--- config.mk ---
export PLATFORM = sky130hd
export DESIGN_NAME = pipe_flow_ctrl
export DESIGN_NICKNAME = d
export VERILOG_FILES = /design/src/rtl/pipe_flow_ctrl.sv
export SDC_FILE = /design/constraint.sdc
export NUM_CORES = 1
export LEC_CHECK = 0
export BUFFER_PORTS_ARGS = -buffer_cell sky130_fd_sc_hd__buf_2
export CAP_MARGIN = 15
export CORE_ASPECT_RATIO = 0.8
export CORE_UTILIZATION = 50
export CTS_CLUSTER_SIZE = 20
export DETAILED_ROUTE_END_ITERATION = 6
export PLACE_DENSITY = 0.93
export SLEW_MARGIN = 20
export SYNTH_ARGS = -nofsm -noshare
export SYNTH_HDL_FRONTEND = slang
export SYNTH_SLANG_ARGS = --single-unit
--- constraint.sdc ---
create_clock -name clk -period 6.2 [get_ports clk]
set_clock_uncertainty 0.15 [all_clocks]
set_input_delay 1.24 -clock clk [delete_from_list [all_inputs] [get_ports clk]]
set_output_delay 1.24 -clock clk [all_outputs]
set_load 0.02 [all_outputs]
--- src/rtl/pipe_flow_ctrl.sv ---
// rtl/pipe_flow_ctrl.sv - per-stage stall/flush/halt arbitration, valid tracking and retire counting
// Optional perf counters for stall/flush cycles are built when PIPE_PERF_EN is defined.
module pipe_flow_ctrl #(
    parameter int STAGES = 5,
    parameter int CNT_W  = 32
) (
    input  logic              clk,
    input  logic              CLR,
    input  logic [STAGES-1:0] stall_req,
    input  logic [STAGES-1:0] flush_req,
    input  logic              halt_req,
    input  logic              GO,
    output logic [STAGES-1:0] stage_en,
    output logic [STAGES-1:0] bubble,
    output logic [STAGES-1:0] valid,
    output logic              halted,
    output logic [CNT_W-1:0]  retire_cnt,
    output logic [CNT_W-1:0]  stall_cnt,
    output logic [CNT_W-1:0]  flush_cnt
);

    typedef enum logic {
        ST_RUN  = 1'b0,
        ST_HALT = 1'b1
    } state_t;

    state_t            state;
    logic              go_q;
    logic              go_rise;
    logic              stall_any;
    logic              flush_any;
    int                stall_idx;
    int                flush_idx;
    logic              running;
    logic              halt_fire;
    logic              stall_win;
    logic              flush_win;
    logic              retire;
    logic [STAGES-1:0] valid_shift;
    logic [STAGES-1:0] valid_next;

    assign go_rise = GO & ~go_q;
    assign running = (state == ST_RUN);

    // Oldest (highest-numbered) valid requester of each kind decides the response.
    always_comb begin
        stall_any = 1'b0;
        flush_any = 1'b0;
        stall_idx = 0;
        flush_idx = 0;
        for (int i = 0; i < STAGES; i++) begin
            if (stall_req[i] && valid[i]) begin
                stall_any = 1'b1;
                stall_idx = i;
            end
            if (flush_req[i] && valid[i]) begin
                flush_any = 1'b1;
                flush_idx = i;
            end
        end
    end

    assign halt_fire = running && halt_req && valid[STAGES-1];
    assign stall_win = running && !halt_fire && stall_any &&
                       (!flush_any || (stall_idx >= flush_idx));
    assign flush_win = running && !halt_fire && flush_any && !stall_win;
    assign retire    = running && valid[STAGES-1];

    // Fetch always brings in a fresh instruction when it advances.
    assign valid_shift = {valid[STAGES-2:0], 1'b1};

    always_comb begin
        stage_en   = '0;
        bubble     = '0;
        valid_next = valid;
        if (running) begin
            if (halt_fire) begin
                // Freeze everything; the halting instruction retires out of writeback.
                valid_next[STAGES-1] = 1'b0;
            end else if (stall_win) begin
                for (int i = 0; i < STAGES; i++) begin
                    if (i <= stall_idx) begin
                        stage_en[i]   = 1'b0;
                        valid_next[i] = valid[i];
                    end else if (i == stall_idx + 1) begin
                        stage_en[i]   = 1'b1;
                        bubble[i]     = 1'b1;
                        valid_next[i] = 1'b0;
                    end else begin
                        stage_en[i]   = 1'b1;
                        valid_next[i] = valid_shift[i];
                    end
                end
            end else if (flush_win) begin
                stage_en = '1;
                for (int i = 0; i < STAGES; i++) begin
                    if (i >= 1 && i <= flush_idx) begin
                        bubble[i]     = 1'b1;
                        valid_next[i] = 1'b0;
                    end else begin
                        valid_next[i] = valid_shift[i];
                    end
                end
            end else begin
                stage_en   = '1;
                valid_next = valid_shift;
            end
        end
    end

    always_ff @(posedge clk) begin
        if (CLR) begin
            state      <= ST_RUN;
            halted     <= 1'b0;
            valid      <= {{(STAGES-1){1'b0}}, 1'b1};
            retire_cnt <= '0;
            go_q       <= 1'b0;
        end else begin
            go_q  <= GO;
            valid <= valid_next;
            if (retire) begin
                retire_cnt <= retire_cnt + CNT_W'(1);
            end
            case (state)
                ST_RUN: begin
                    if (halt_fire) begin
                        state  <= ST_HALT;
                        halted <= 1'b1;
                    end
                end
                ST_HALT: begin
                    if (go_rise) begin
                        state  <= ST_RUN;
                        halted <= 1'b0;
                    end
                end
                default: begin
                    state  <= ST_RUN;
                    halted <= 1'b0;
                end
            endcase
        end
    end

`ifdef PIPE_PERF_EN
    always_ff @(posedge clk) begin
        if (CLR) begin
            stall_cnt <= '0;
            flush_cnt <= '0;
        end else begin
            if (stall_win) begin
                stall_cnt <= stall_cnt + CNT_W'(1);
            end
            if (flush_win) begin
                flush_cnt <= flush_cnt + CNT_W'(1);
            end
        end
    end
`else
    assign stall_cnt = '0;
    assign flush_cnt = '0;
`endif

endmodule

==> summary.md <==
| Metric | Value |
|---|---|
| Combined global-route utilization of all metal layers | 18.3% |
| Vias in the first global route | 1867 |
| Post-route cell area | 2800 um2 |
| Ys async rst share | 0% |
| Final period util | 79.6% |
| Fraction of the yosys area taken by sequential cells | 30.4% |
| Post-DP HPWL | 3.88 mm |
| Setup repair after global routing missed its margin | no |
| Worst-case headroom to the max-slew limit | 36.0% |
| Final Slew Violations | 0 |
| X dimension of the die | 83.1 um |
| Sinks on Clock Net | 40 |
| CTS H-tree lvls | 2 |
| Cell area after synthesis | 2630 um2 |
| Layout Nets | 400 |
| Number of hold buffers added after cts | 0 |
| Post-route setup TNS | 0 ps |
| Synthesized-area fraction occupied by xor and xnor cells | 8.66% |
| Slew of the pin with the lowest slew margin | 952 ps |
| Tightest hold margin | 359 ps |
| Share of synthesized cell area in full adder, half adder and majority cells | 1.90% |
| Number of antenna-violating nets in the routed design | 0 |
| Worst voltage drop across the vdd grid | 0.000114 V |
| Crit-path max FO | 7 |
| Count of instances resized after the clock tree is built | 0 |
| First-pass GRT wire length | 8.22 mm |
| Residual DRC count | 0 |
| Largest net degree at the start of global routing | 43 |
| Count of fill cells added during filler insertion | 477 |
| Kind of critical path | input port to output pin |
| Ratio of routed vias to standard cells | 4.97 |
| Die area | 5560 um2 |
| Cell Pwr Density | 191 nW/um2 |
| Average detailed-routed wire length per instance | 11.6 um |
| Yosys warns | 0 |
| Standard cell core area | 5040 um2 |
| Reg clk slew, reported paths | 70 ps |
| Grt ovf | 0 |
| Post-synth cell types | 47 |
| Kind of end point of the critical path | output pin |
| Count of boundary I/O pins | 126 |
| Nature of the critical path startpoint | input port |
| Routability cong. | 0.851 |
| Main synth FF type | sky130_fd_sc_hd__dfxtp_1 |
| Setup Buffers After CTS | 0 |
| Iter 0 DRT Violations | 139 |
| Placed instance count | 437 |
| Clock buffer count from CTS | 5 |
| Total number of vias | 2210 |
| Arrival time at the worst endpoint | 3540 ps |
| Number of instances in the synthesized netlist | 326 |
| Period minus WS final | 4930 ps |
| Area share of the largest cell type after synthesis | 30.4% |
| Count of port buffers added during placement | 60 |
| Hold WC Path Type | flop to flop |
| Syn avg cell area | 8.07 um2 |
| Detailed Route WL | 5.16 mm |
| Clock Latency Late Sink | 290 ps |
| Number of endpoints with negative hold slack in the final report | 0 |
| Post-synthesis compound-gate area fraction | 8.52% |
| Outcome | completed |
| DIE HEIGHT | 66.9 um |
| Area after DPL | 2710 um2 |
| Number of violations of the max-capacitance limit | 0 |
| ANT cells | 0 |
| Starting utilization of the core area | 52.2% |
| Clock tree from TritonCTS | yes |
| Root buffer cell | sky130_fd_sc_hd__clkbuf_8 |
| Filler-free cell count of the finished design | 445 |
| Static power due to leakage | 1.34 nW |
| Setup violators final | 0 |
| Mux share of post-synthesis cell area | 1.24% |
| Initial DRT Pass Iterations | 5 |
| Cells taking the most area after synthesis | sky130_fd_sc_hd__dfxtp_1 30%, sky130_fd_sc_hd__buf_4 19%, sky130_fd_sc_hd__xnor2_1 5.7% |
| Simple-gate share of the synthesized area | 27.3% |
| WP data required | 4810 ps |
| Fraction of layout cells with a size suffix above 1 | 20.9% |
| Cell taking the most area after synthesis | sky130_fd_sc_hd__dfxtp_1 |
| Number of enable flip-flop cells after synthesis | 0 |
| Initial antenna violation count | 0 |
| Area growth from synthesis to layout | 6.28% |
| Top achievable clock speed | 203 MHz |
| Number of buffers on the longest clock path | 2 |
| Largest family of logic cells by synthesized area | simple AND/OR/NAND/NOR gates |
| Count of standard-cell rows | 23 |
| Total of flip-flops plus latches after synthesis | 40 |
==> per-stage QoR <==
| stage | power (mW) | utilization [%] | worst slack (ps) |
|---|---|---|---|
| final | 0.533 | 55.5 | 1270 |
| after global routing | 0.558 | 55.5 | 1050 |
| after CTS | 0.536 | 55.5 | 1260 |
| after detailed placement | 0.360 | 53.7 | 1290 |
| after global placement | 0.360 | 53.7 | 1370 |
| after floorplan | 0.372 | - | 1760 |
==> critical path: stages <==
cell,delay (ps)
sky130_fd_sc_hd__buf_2,100
sky130_fd_sc_hd__nand2_1,160
sky130_fd_sc_hd__inv_1,120
sky130_fd_sc_hd__a21oi_1,140
sky130_fd_sc_hd__ha_1,240
sky130_fd_sc_hd__o21ai_0,140
sky130_fd_sc_hd__a21oi_1,90
sky130_fd_sc_hd__o31ai_1,810
sky130_fd_sc_hd__nand2_1,160
sky130_fd_sc_hd__a21oi_1,160
sky130_fd_sc_hd__buf_2,170
==> layer usage <==
metal,GRT usage (%),routed length [um]
met1,23.2,2360
met2,30.2,2450
met3,5.20,315
met4,5.82,40
met5,0,0
==> cell usage in the layout, fill, tap and decap left out, types with 2 or more instances in the layout <==
cell	instances
sky130_fd_sc_hd__nand3_1	18
sky130_fd_sc_hd__o31ai_1	2
sky130_fd_sc_hd__dfxtp_1	40
sky130_fd_sc_hd__mux2_2	2
sky130_fd_sc_hd__a21oi_1	18
sky130_fd_sc_hd__nor2b_1	4
sky130_fd_sc_hd__clkbuf_8	6
sky130_fd_sc_hd__nand2_1	31
sky130_fd_sc_hd__or3_1	5
sky130_fd_sc_hd__buf_2	60
sky130_fd_sc_hd__and3_1	2
sky130_fd_sc_hd__and4_1	3
sky130_fd_sc_hd__nor4_1	6
sky130_fd_sc_hd__conb_1	65
sky130_fd_sc_hd__nand4_2	2
sky130_fd_sc_hd__nor4_2	3
sky130_fd_sc_hd__nor2_1	34
sky130_fd_sc_hd__a21o_1	2
sky130_fd_sc_hd__inv_1	8
sky130_fd_sc_hd__o21ai_0	5
sky130_fd_sc_hd__or3_2	2
sky130_fd_sc_hd__nand4_1	4
sky130_fd_sc_hd__nand2b_1	3
sky130_fd_sc_hd__nor3_1	9
sky130_fd_sc_hd__ha_1	4
sky130_fd_sc_hd__xor2_1	9
sky130_fd_sc_hd__xnor2_1	17
sky130_fd_sc_hd__clkbuf_1	2
==> final cells by class <==
type                    count  area [um2]  area share, %
repair buffers             60         300           10.7
well taps                  62        77.6           2.78
clock buffers               8        90.1           3.22
multi-input cells         267        1500           53.5
flip-flops and latches     40         801           28.6
inverters                   8        30.0           1.07
==> synth_stat cells, drive strengths merged (3+ instances only) <==
library cell and number:
xor2 9, nor3 9, or3 7, and4 4, o21ai 5, clkbuf 7
nor2 34, nand3 18, a21oi 18, nor2b 4, inv 8, nand2 31
nand2b 3, nor4 10, or4 3, buf 68, ha 4, dfxtp 40
xnor2 17, nand4 6
==> power breakdown <==
group,internal (mW),leakage (nW),switching (mW)
sequential,0.259,0.323,0.00375
clock,0.0908,0.0455,0.0868
combinational,0.0206,0.968,0.0718
==> flip-flops by register name (all words and copies together), names as in the netlist <==
register,cells
go_q,1
halted,1
retire_cnt,32
state,1
valid,5
==> final timing paths <==
kind / startpoint / endpoint / slack (ps) / depth (start not counted)
min reg2reg: retire_cnt[12]$_SDFFE_PP0P_ / retire_cnt[12]$_SDFFE_PP0P_ / 360 / 2
max reg2reg: valid[4]$_SDFFE_PP0P_ / valid[4]$_SDFFE_PP0P_ / 3070 / 9
max: stall_req[4] / bubble[2] / 1270 / 11
min: retire_cnt[12]$_SDFFE_PP0P_ / retire_cnt[12]$_SDFFE_PP0P_ / 360 / 2
==> cell families after synthesis <==
group / after synthesis
XOR/XNOR: 26
AND/OR/NAND/NOR: 133
multiplexers: 3
flip-flops: 40
adder cells (fa/ha/maj): 4
other: 1
buffers and inverters: 83
AO/OA/AOI/OAI: 36
Power figures use the tool's default switching activity.
